`src/rtl/led_bcd_scheduler_if.sv`:
```
// Request/result bundle between the LED display logic and the shared BCD
// conversion scheduler: refresh request, three binary counters, three BCD results.
interface led_bcd_scheduler_if;
  logic        refresh_tick;
  logic [31:0] total_cycles;
  logic [31:0] uncondi_branch_num;
  logic [31:0] condi_branch_num;
  logic [31:0] total_cycles_bcd;
  logic [31:0] uncondi_bcd;
  logic [31:0] condi_bcd;
  logic [2:0]  ovf;
  logic        busy;
  logic        done;

  modport master (
    output refresh_tick, total_cycles, uncondi_branch_num, condi_branch_num,
    input  total_cycles_bcd, uncondi_bcd, condi_bcd, ovf, busy, done
  );

  modport slave (
    input  refresh_tick, total_cycles, uncondi_branch_num, condi_branch_num,
    output total_cycles_bcd, uncondi_bcd, condi_bcd, ovf, busy, done
  );
endinterface

```
`src/rtl/led_bcd_scheduler.sv`:
```
// One sequential double-dabble engine time-shared round-robin across the three
// LED performance counters; results land in held 8-digit BCD registers.
module led_bcd_scheduler #(
  parameter bit SATURATE = 1'b1
) (
  input logic                 clk,
  input logic                 rst,
  led_bcd_scheduler_if.slave  bus
);

  typedef enum logic [1:0] {
    IDLE  = 2'd0,
    LOAD  = 2'd1,
    SHIFT = 2'd2,
    STORE = 2'd3
  } state_e;

  localparam logic [31:0] SAT_LIMIT = 32'd100_000_000;
  localparam logic [31:0] SAT_BCD   = 32'h9999_9999;

  state_e            state_q, state_d;
  logic [1:0]        ch_q, ch_d;
  logic [4:0]        bitcnt_q, bitcnt_d;
  logic              pending_q, pending_d;
  logic [2:0][31:0]  snap_q, snap_d;
  logic [31:0]       sreg_q, sreg_d;
  logic [31:0]       breg_q, breg_d;
  logic [2:0][31:0]  bcd_q, bcd_d;
  logic [2:0]        ovf_q, ovf_d;
  logic              busy_q, busy_d;
  logic              done_q, done_d;

  logic              start;
  logic              sat;
  logic [31:0]       cur_snap;
  logic [31:0]       adj;

  function automatic logic [31:0] dabble_adj(input logic [31:0] s);
    logic [31:0] r;
    logic [3:0]  nib;
    r = s;
    for (int i = 0; i < 8; i++) begin
      nib = s[4*i +: 4];
      r[4*i +: 4] = (nib >= 4'd5) ? (nib + 4'd3) : nib;
    end
    return r;
  endfunction

  assign start    = bus.refresh_tick | pending_q;
  assign cur_snap = snap_q[ch_q];
  assign adj      = dabble_adj(sreg_q);
  // Saturation looks at the binary snapshot, not at the (mod 10^8) BCD result.
  assign sat      = SATURATE && (cur_snap >= SAT_LIMIT);

  always_ff @(posedge clk) begin
    if (rst) begin
      state_q <= IDLE;
    end else begin
      state_q <= state_d;
    end
  end

  always_comb begin
    state_d = state_q;
    case (state_q)
      IDLE:    state_d = start ? LOAD : IDLE;
      LOAD:    state_d = SHIFT;
      SHIFT:   state_d = (bitcnt_q == 5'd31) ? STORE : SHIFT;
      STORE:   state_d = (ch_q == 2'd2) ? IDLE : LOAD;
      default: state_d = IDLE;
    endcase
  end

  always_comb begin
    ch_d      = ch_q;
    bitcnt_d  = bitcnt_q;
    pending_d = pending_q;
    snap_d    = snap_q;
    sreg_d    = sreg_q;
    breg_d    = breg_q;
    bcd_d     = bcd_q;
    ovf_d     = ovf_q;
    done_d    = 1'b0;
    busy_d    = (state_d != IDLE);
    // Any request outside IDLE (including during the final STORE) is remembered once.
    if (state_q != IDLE && bus.refresh_tick) begin
      pending_d = 1'b1;
    end
    case (state_q)
      IDLE: begin
        if (start) begin
          snap_d[0] = bus.total_cycles;
          snap_d[1] = bus.uncondi_branch_num;
          snap_d[2] = bus.condi_branch_num;
          pending_d = 1'b0;
          ch_d      = 2'd0;
        end
      end
      LOAD: begin
        sreg_d   = 32'd0;
        breg_d   = cur_snap;
        bitcnt_d = 5'd0;
      end
      SHIFT: begin
        sreg_d   = (adj << 1) | {31'd0, breg_q[31]};
        breg_d   = breg_q << 1;
        bitcnt_d = bitcnt_q + 5'd1;
      end
      STORE: begin
        bcd_d[ch_q] = sat ? SAT_BCD : sreg_q;
        ovf_d[ch_q] = sat;
        if (ch_q == 2'd2) begin
          done_d = 1'b1;
        end else begin
          ch_d = ch_q + 2'd1;
        end
      end
      default: begin
        ch_d = 2'd0;
      end
    endcase
  end

  always_ff @(posedge clk) begin
    if (rst) begin
      ch_q      <= 2'd0;
      bitcnt_q  <= 5'd0;
      pending_q <= 1'b0;
      snap_q    <= '0;
      sreg_q    <= 32'd0;
      breg_q    <= 32'd0;
      bcd_q     <= '0;
      ovf_q     <= 3'd0;
      busy_q    <= 1'b0;
      done_q    <= 1'b0;
    end else begin
      ch_q      <= ch_d;
      bitcnt_q  <= bitcnt_d;
      pending_q <= pending_d;
      snap_q    <= snap_d;
      sreg_q    <= sreg_d;
      breg_q    <= breg_d;
      bcd_q     <= bcd_d;
      ovf_q     <= ovf_d;
      busy_q    <= busy_d;
      done_q    <= done_d;
    end
  end

  assign bus.total_cycles_bcd = bcd_q[0];
  assign bus.uncondi_bcd      = bcd_q[1];
  assign bus.condi_bcd        = bcd_q[2];
  assign bus.ovf              = ovf_q;
  assign bus.busy             = busy_q;
  assign bus.done             = done_q;

endmodule

```
`src/flat_wrapper.sv`:
```
// flat-port wrapper written by rule: the top's interface ports become plain ports
module led_bcd_scheduler_flat 
#(
  parameter bit SATURATE = 1'b1
)
  (clk, rst, bus_refresh_tick, bus_total_cycles, bus_uncondi_branch_num, bus_condi_branch_num, bus_total_cycles_bcd, bus_uncondi_bcd, bus_condi_bcd, bus_ovf, bus_busy, bus_done);
  led_bcd_scheduler_if bus_i ();
  input logic clk;
  input logic rst;
  input wire logic [$bits(bus_i.refresh_tick)-1:0] bus_refresh_tick;
  input wire logic [$bits(bus_i.total_cycles)-1:0] bus_total_cycles;
  input wire logic [$bits(bus_i.uncondi_branch_num)-1:0] bus_uncondi_branch_num;
  input wire logic [$bits(bus_i.condi_branch_num)-1:0] bus_condi_branch_num;
  output wire logic [$bits(bus_i.total_cycles_bcd)-1:0] bus_total_cycles_bcd;
  output wire logic [$bits(bus_i.uncondi_bcd)-1:0] bus_uncondi_bcd;
  output wire logic [$bits(bus_i.condi_bcd)-1:0] bus_condi_bcd;
  output wire logic [$bits(bus_i.ovf)-1:0] bus_ovf;
  output wire logic [$bits(bus_i.busy)-1:0] bus_busy;
  output wire logic [$bits(bus_i.done)-1:0] bus_done;
  assign bus_i.refresh_tick = bus_refresh_tick;
  assign bus_i.total_cycles = bus_total_cycles;
  assign bus_i.uncondi_branch_num = bus_uncondi_branch_num;
  assign bus_i.condi_branch_num = bus_condi_branch_num;
  assign bus_total_cycles_bcd = bus_i.total_cycles_bcd;
  assign bus_uncondi_bcd = bus_i.uncondi_bcd;
  assign bus_condi_bcd = bus_i.condi_bcd;
  assign bus_ovf = bus_i.ovf;
  assign bus_busy = bus_i.busy;
  assign bus_done = bus_i.done;
  led_bcd_scheduler #(.SATURATE(SATURATE)) u_core (.clk(clk), .rst(rst), .bus(bus_i));
endmodule
```
`config.mk`:
```
export PLATFORM = sky130hd
export DESIGN_NAME = led_bcd_scheduler_flat
export DESIGN_NICKNAME = d
export VERILOG_FILES = /design/src/rtl/led_bcd_scheduler_if.sv /design/src/rtl/led_bcd_scheduler.sv /design/src/flat_wrapper.sv
export SDC_FILE = /design/constraint.sdc
export NUM_CORES = 1
export LEC_CHECK = 0
export CAP_MARGIN = 5
export CELL_PAD_IN_SITES_DETAIL_PLACEMENT = 2
export CELL_PAD_IN_SITES_GLOBAL_PLACEMENT = 2
export CORE_UTILIZATION = 34
export DETAILED_ROUTE_END_ITERATION = 8
export PLACE_DENSITY_LB_ADDON = 0.1
export SETUP_SLACK_MARGIN = 0.15
export SYNTH_ARGS = -nofsm -noshare
export SYNTH_HDL_FRONTEND = slang
export SYNTH_SLANG_ARGS = --single-unit
```
`constraint.sdc`:
```
create_clock -name clk -period 7.7 [get_ports clk]
set_input_delay 0.77 -clock clk [delete_from_list [all_inputs] [get_ports clk]]
set_output_delay 0.77 -clock clk [all_outputs]
set_load 0.02 [all_outputs]
```
* Word-level counts from Yosys, hierarchy flattened
Cells that the tools add are included.
** Operators by class
- Mux-type cells :: 31
- $lt $le $gt $ge :: 11
- Multipliers :: 0
- Shift operators :: 0
- Reduce and logical (&&, ||, !) cells :: 10
- $add $sub $neg :: 10
- Bitwise logic cells :: 3
- Eq/ne operators :: 7
- Divide/modulo/power cells :: 0
** Operator list (count)
- $pmux 32 s2 :: 2
- $bwmux 96 :: 1
- $mux 32 :: 3
- $bmux 32 s2 :: 1
- $demux 32 s2 :: 1
- $ge 32x27->1 const B :: 1
- $ge 4x3->1 const B :: 8
- $or 32x1->32 :: 1
- $add 4x2->4 const B :: 7
- $mux 4 :: 7
- $pmux 5 s2 :: 1
- $mux 1 :: 8
- $pmux 2 s4 :: 1
- $reduce_bool 2->1 :: 4
- $eq 2x2->1 const B :: 3
- $add 5x1->5 const B :: 1
- $eq 5x5->1 const B :: 1
- $mux 2 :: 2
- $pmux 2 s2 :: 1
- $add 3x2->3 const B :: 1
- $bwmux 3 :: 1
- $lt 2x3->1 const B :: 1
- $mux 3 :: 1
- $reduce_and 3->1 :: 1
- 12 further kinds :: 13
** Storage, ports and cells
- Output and inout bits :: 101
- Memory bits (writable) :: 0
- ROM bits :: 0
- Input port bits :: 99
- Register bits :: 271
- Memories kept :: 0
- Bits in latches :: 0
- Logic and storage cells :: 87

* Depth between registers and ports, before layout
Gate-level depths: netlist (run 1).
- Depth in word-level cells :: 5
- Depth in mapped cells :: 12
- Depth with buffers taken out :: 8

* Worst setup path after synthesis (run 1)
No wires, ideal clock.
- Path kind :: flip-flop to flip-flop
- From :: register u_core.ch_q[1]
- To :: register u_core.bcd_q (netlist bit u_core.bus.condi_bcd[1])
- Data arrival time :: 2622 ps
- Path buffers :: 3
- Clock period less this slack :: 2752 ps
- Stages on the path, launching flop included :: 10
- Slack :: 4948 ps
- Library setup time :: 130 ps
- Cells stage by stage :: dfxtp_1 > buf_6 > mux2_4 > a22oi_1 > or4b_1 > or4_1 > o211ai_1 > buf_2 > buf_2 > o31ai_1
** Between the ends
- Cells in the longest elaborated chain, start to end :: 5
- Elaborated cells between the ends (all ways) :: 10
** Ends and longest elaborated chain
- start: declaration :: RTL line led_bcd_scheduler.sv:22 : logic [1:0] ch_q, ch_d;
- start signal: assignment :: RTL line led_bcd_scheduler.sv:137 : ch_q <= ch_d;
- $bmux 32 s2 (tied with other cells) :: RTL line led_bcd_scheduler.sv:50 : assign cur_snap = snap_q[ch_q];
- $mux 32 (not written as such) / $logic_and 1x1->1 (equally long branches) :: RTL line led_bcd_scheduler.sv:50, led_bcd_scheduler.sv:110
- $ge 32x27->1 / $mux 32 (equally long branches) :: RTL line led_bcd_scheduler.sv:53, led_bcd_scheduler.sv:110
- $mux 32 / $demux 32 s2 (equally long branches)
- $bwmux 96 * :: RTL line led_bcd_scheduler.sv:110 : bcd_d[ch_q] = sat ? SAT_BCD : sreg_q;
- end signal: assignment :: RTL line led_bcd_scheduler.sv:132 : bcd_q <= '0;
- end signal: assignment :: RTL line led_bcd_scheduler.sv:143 : bcd_q <= bcd_d;
- end: declaration :: RTL line led_bcd_scheduler.sv:28 : logic [2:0][31:0] bcd_q, bcd_d;
Mark *: on every way between the ends. The rest lies on a longest branch, timed or not. The select of a mux whose other input is x is not followed.
A chain may end at the register's enable or synchronous reset.

* Worst setup path in the final report (run 1)
- From :: register u_core.ch_q[0]
- To :: register u_core.bcd_q (netlist bit u_core.bus.total_cycles_bcd[18])
Same word-level chain as after synthesis.

==> results.cfg, run 1 <==
[yosys]
ys_top_cells_by_count = dfxtp_1, nand2_1, nor2_1
synth_nets = 1480
synth_enable_flop_cells = 0
ys_seq_area_frac = 0.471
yosys-top-cells-area = dfxtp_1, nand2_1, a21oi_1, nor2_1, o31ai_1
yosysUniqueCellTypes = 45
yosys.cell_count.top_type = dfxtp_1
yosysTopAreaCell = dfxtp_1
syn_avg_cell_area_um2 = 8.48
synth_warnings = 0
ys.flop_type = dfxtp_1
synth-async-reset-ratio = 0
ys_ff_latch = 271
netlist.area_leader.share = 0.471
syn_inst = 1357
synth_area_um2 = 11500

[place]
dp_worst_setup_slack_ns = 3.52
hpwl_um = 24600
place.port_buffers = 199
place_congestion = 0.751

[timing]
clock_skew_ns = 0.0137
grt_setup_unrepaired = no
finalWorstSetupSlack_ns = 3.52
maxSlewViolCount = 0
finalSetupTns_ns = 0
setup-violations-final = 0
hold_slack_ns = 0.452
hold_viol = 0
fin_crit_sh = 0.543
tightestPinTransition_ns = 1.13
fmax_ghz = 0.239
finalCriticalPeriod_ns = 4.18
maxSlewHeadroom = 0.246

[layout]
final_nets = 1615
fillers = 3655
antenna_cells = 0
area_delta_synth_final_pct = 28.2
layout-drive-gt1-share = 0.0666
regArea_um2 = 5430
multiInputGateArea_um2 = 5510

[grt]
grt_pass1_wl_um = 58700
grt_max_degree = 112
grt_pass1_vias = 10900
grt_overflow = 0
grt_antenna_before_repair = 1
grtUsageTotal = 0.215

[die]
core-area_um2 = 33400
initial_core_util = 0.344
die_area_um2 = 34600
die_w_um = 186
pin_count = 200
num_rows = 67
die_h_um = 186

[power]
swShare = 0.273
p_int_mw = 2.53
p_per_area_nw_per_um2 = 236
leakage_nw = 5.17
max-vdd-ir-drop_uv = 130
seqPwrFrac = 0.433
p_comb_frac = 0.134
clkPwrFrac = 0.432
fin_total_pwr_mw = 3.48
p_sw_uw = 948

[drt]
drtIter0Drc = 386
wirelength_um = 37000
wl_per_cell_um = 18.8
ant_nets = 0
vias = 10200
first_pass_iters = 4
drc = 0
viasPerCell = 5.21

[clock_network]
cts_tree = built
hold_buffers = 0
tritoncts.num_buffers = 34
cts.reportedPaths.clkPinSlew_ns = 0.06
root_buffer = clkbuf_16
htreeDepth = 2
post-cts-setup-buffer-count = 0
clockBufferDepth = 3
cts.repair.resized = 0
worstSkewPairLatency_ns = 0.51
cts.sinks = 271

[min_path]
hold_class = flip-flop to flip-flop

[critical_path]
path_max_fanout = 48
required_ns = 8.07
critPathLaunchType = flip-flop
crit_arrival_ns = 4.55
path_class = flip-flop to flip-flop
end_kind = flip-flop

[run_status]
status = complete, no violations

[flow_run]
max_cap_violations = 0
==> flip-flops by register name, indices dropped and copies added (netlist names) <==
name	count
u_core.bus.condi_bcd	32
u_core.bus.busy	1
u_core.bitcnt_q	5
u_core.pending_q	1
u_core.snap_q	96
u_core.ch_q	2
u_core.bus.total_cycles_bcd	32
u_core.bus.ovf	3
u_core.breg_q	32
u_core.sreg_q	32
u_core.state_q	2
u_core.bus.uncondi_bcd	32
u_core.bus.done	1
==> final cells by class <==
cell class | instances | area share
well taps | 448 | 0.0380
clock buffers | 48 | 0.0667
multi-input cells | 942 | 0.373
flip-flops and latches | 271 | 0.368
inverters | 31 | 0.00788
clock inverters | 12 | 0.00492
repair buffers | 212 | 0.142
==> placed cells by master (no fill, tap or decap), types with 3 or more instances in the layout <==
master | netlist | routed
nor2_1 | 157 | 156
clkbuf_8 | 0 | 7
a311oi_2 | 3 | 3
xnor2_1 | 8 | 8
ha_1 | 24 | 22
a211oi_1 | 27 | 27
clkinv_2 | 0 | 8
buf_4 | 1 | 13
xor2_1 | 7 | 7
clkdlybuf4s50_1 | 0 | 198
and2_1 | 3 | 3
o31ai_1 | 56 | 56
clkbuf_16 | 0 | 35
nand2_1 | 251 | 251
a22oi_1 | 35 | 35
mux2i_1 | 40 | 40
inv_1 | 29 | 29
a221oi_1 | 7 | 7
o21ai_0 | 36 | 36
dfxtp_1 | 271 | 270
a21oi_1 | 127 | 127
a311oi_1 | 21 | 21
nand2b_1 | 24 | 24
nor3_1 | 11 | 11
clkbuf_1 | 84 | 7
nand3b_1 | 48 | 48
mux2_2 | 21 | 21
nand3_1 | 5 | 5
o2bb2ai_1 | 7 | 7
a32oi_1 | 8 | 8
==> power groups by stage <==
stage	Combinational (mW)	Sequential (mW)	Clock (mW)
4_1_cts	0.479	1.51	1.55
5_1_grt	0.518	1.52	1.60
3_5_place_dp	0.475	1.54	0
2_1_floorplan	0.317	1.53	0
3_3_place_gp	0.462	1.54	0
6_report	0.468	1.51	1.50
==> worst paths after layout <==
| kind | startpoint | to | slack (ns) | depth (start not counted) |
|---|---|---|---|---|
| worst max-delay path | u_core.ch_q[0]$_SDFFE_PP0P_ | u_core.bus.total_cycles_bcd[18]$_SDFFE_PP0P_ | 3.52 | 7 |
| worst min-delay path | u_core.snap_q[23]$_SDFFE_PP0P_ | u_core.snap_q[23]$_SDFFE_PP0P_ | 0.45 | 2 |
| worst max register to register | u_core.ch_q[0]$_SDFFE_PP0P_ | u_core.bus.total_cycles_bcd[18]$_SDFFE_PP0P_ | 3.52 | 7 |
| worst min register to register | u_core.snap_q[23]$_SDFFE_PP0P_ | u_core.snap_q[23]$_SDFFE_PP0P_ | 0.45 | 2 |
==> metal layers <==
metal  track usage  up-vias  routed length (um)
li1              -     4955                   -
met1         0.269     5045               16700
met2         0.384      178               18600
met3        0.0284       49                1050
met4        0.0538        2                 660
met5             0        -                  13
==> cells by family after synthesis <==
kind of cell | synth area share
DFF | 0.471
adders and majority gates | 0.0261
AOI/OAI and AO/OA | 0.188
and+or+nand+nor | 0.192
xor gates and xnor gates | 0.0114
buffers and inverters | 0.0523
muxes | 0.0589
==> stage by stage <==
stage                util  cells  instance area (um2)
finish              0.441   1964                14800
global route        0.441   1964                14800
CTS                 0.441   1964                14800
detailed placement  0.410   1904                13700
global placement    0.410   1904                13700
floorplan               -   1357                11500
==> worst max-delay path: stages, from the launching register on <==
cell,delay [ns]
dfxtp_1,0.64
clkinv_1,0.79
a22oi_1,0.54
or4b_1,0.50
or4_1,0.58
o211ai_1,0.29
buf_4,0.50
o31ai_1,0.18
No activity file was read; power rests on OpenSTA's default activity.
==> inputs of run 2 (changes only) <==
--- a/config.mk
+++ b/config.mk
@@ -8,7 +8,7 @@
 export CAP_MARGIN = 5
 export CELL_PAD_IN_SITES_DETAIL_PLACEMENT = 2
 export CELL_PAD_IN_SITES_GLOBAL_PLACEMENT = 2
-export CORE_UTILIZATION = 34
+export CORE_UTILIZATION = 31
 export DETAILED_ROUTE_END_ITERATION = 8
 export PLACE_DENSITY_LB_ADDON = 0.1
 export SETUP_SLACK_MARGIN = 0.15
==> constraint.sdc (replaced) <==
create_clock -name clk -period 4.1 [get_ports clk]
set_input_delay 0.41 -clock clk [delete_from_list [all_inputs] [get_ports clk]]
set_output_delay 0.41 -clock clk [all_outputs]
set_load 0.02 [all_outputs]
==> run 2 against run 1 <==
  * Largest cell class unchanged
  * Maximum frequency grew 19%
  * Global-route usage decreased by 2.3 points
  * Die area rose by 9.6%
  * Power increased by 88%
==> results.cfg, run 2 (synthesis gave the netlist of run 1 again) <==
[drt]
wl_per_cell_um = 18.3
vias = 10100
wirelength_um = 36400
ant_nets = 0
viasPerCell = 5.08
drtIter0Drc = 357
first_pass_iters = 6
drc = 0

[place]
hpwl_um = 25200
place.port_buffers = 199
place_congestion = 0.774
post_dp_cell_area_um2 = 13800

[critical_path]
path_max_fanout = 51
required_ns = 4.54
path_delay_family = simple AND/OR/NAND/NOR gates
crit_slowest_cell = nor2b_4
crit_arrival_ns = 3.97
path_cells = nor2b_4, a22oi_1, or4bb_1, or4_1, o211a_1, buf_4, a311oi_1
path_class = flip-flop to flip-flop
critPathMaxStageDelay_ns = 0.65
critPathLaunchType = flip-flop
end_kind = flip-flop
worst-path-buf-inv = 1

[layout]
largest_reg_flops = 96
antenna_cells = 0
mostFrequentLayoutCells = dfxtp_1, nand2_1, clkdlybuf4s50_1
layout-drive-gt1-share = 0.0686
final_nets = 1618
layout_commonest_cell = dfxtp_1
regMostFlops = u_core.snap_q
fin_util = 0.405
area_delta_synth_final_pct = 28.9
finalInstanceArea_um2 = 14800

[timing]
maxSlewHeadroom = 0.269
grt_setup_unrepaired = no
fmax_ghz = 0.283
finalCriticalPeriod_ns = 3.53
hold_viol = 0
clock_skew_ns = 0.0251
maxSlewViolCount = 0
tightestPinTransition_ns = 1.10
finalSetupTns_ns = 0
fin_crit_sh = 0.861
setup-violations-final = 0

[clock_network]
clockBufferDepth = 3
htreeDepth = 1
cts.reportedPaths.clkPinSlew_ns = 0.06
root_buffer = clkbuf_16
hold_buffers = 0
worstSkewPairLatency_ns = 0.56
tritoncts.num_buffers = 31
cts.repair.resized = 0
post-cts-setup-buffer-count = 0
cts_tree = built
cts.sinks = 271

[die]
core-area_um2 = 36600
num_rows = 70
die_h_um = 195
initial_core_util = 0.314
die_w_um = 195
die_area_um2 = 37900
pin_count = 200

[power]
max-vdd-ir-drop_uv = 302
leakage_nw = 5.21
p_per_area_nw_per_um2 = 440

[grt]
grt_max_degree = 124
grt_pass1_wl_um = 58900
grtUsageTotal = 0.191
grt_pass1_vias = 10700
grt_antenna_before_repair = 0
grt_overflow = 0

[run_status]
status = complete, no violations

[flow_run]
max_cap_violations = 0

[min_path]
hold_class = input pin to flip-flop
-- run 2: changes by cell type in the layout (fill, tap and decap cells not counted), sizes merged --
| cell | before | now |
|---|---|---|
| buf | 13 | 19 |
| bufinv | 0 | 2 |
| clkbuf | 49 | 48 |
| clkinv | 9 | 6 |
| clkinvlp | 2 | 0 |
| inv | 32 | 30 |
-- run 2: tightest hold or removal path: stages --
cell and delay [ns]:
clkdlybuf4s50_1 0.39, nand2_1 0.05, a21oi_1 0.05
-- run 2: final timing paths --
path	from	to	slack (ns)	cells after the start
hold reg to reg	u_core.snap_q[65]$_SDFFE_PP0P_	u_core.snap_q[65]$_SDFFE_PP0P_	0.46	2
setup / recovery	u_core.ch_q[1]$_SDFFE_PP0P_	u_core.bus.condi_bcd[16]$_SDFFE_PP0P_	0.57	7
hold / removal	bus_condi_branch_num[6]	u_core.snap_q[70]$_SDFFE_PP0P_	0.39	3
setup reg to reg	u_core.ch_q[1]$_SDFFE_PP0P_	u_core.bus.condi_bcd[16]$_SDFFE_PP0P_	0.57	7
-- run 2: metrics by stage --
step,std cells,worst slack [ns],power (mW),hold WS (ns)
CTS,1984,0.520,6.64,0.368
finish,1984,0.572,6.53,0.395
global route,1984,0.274,6.83,0.397
detailed placement,1930,0.555,3.79,0.450
floorplan,1357,1.35,3.46,0.432
global placement,1930,0.647,3.78,0.439
-- run 2: cell type report --
| cell class | instances | area (um2) |
|---|---|---|
| Tap cell | 468 | 586 |
| Inverter | 31 | 116 |
| Fill cell | 3990 | 21800 |
| Multi-Input combinational cell | 942 | 5510 |
| Clock inverter | 7 | 85.1 |
| Sequential cell | 271 | 5430 |
| Timing Repair Buffer | 218 | 2160 |
| Clock buffer | 47 | 956 |
-- run 2: layer usage --
metal / wire [um] / global-route usage
met1: 16500 / 0.246
met2: 18000 / 0.338
met3: 1050 / 0.0239
met4: 776 / 0.0456
met5: 0 / 0
-- run 2: where the power goes --
part | switching [mW] | total [mW] | internal, mW
Combinational | 0.563 | 0.890 | 0.328
Clock | 1.10 | 2.81 | 1.71
Sequential | 0.0743 | 2.83 | 2.76
Total | 1.73 | 6.53 | 4.80
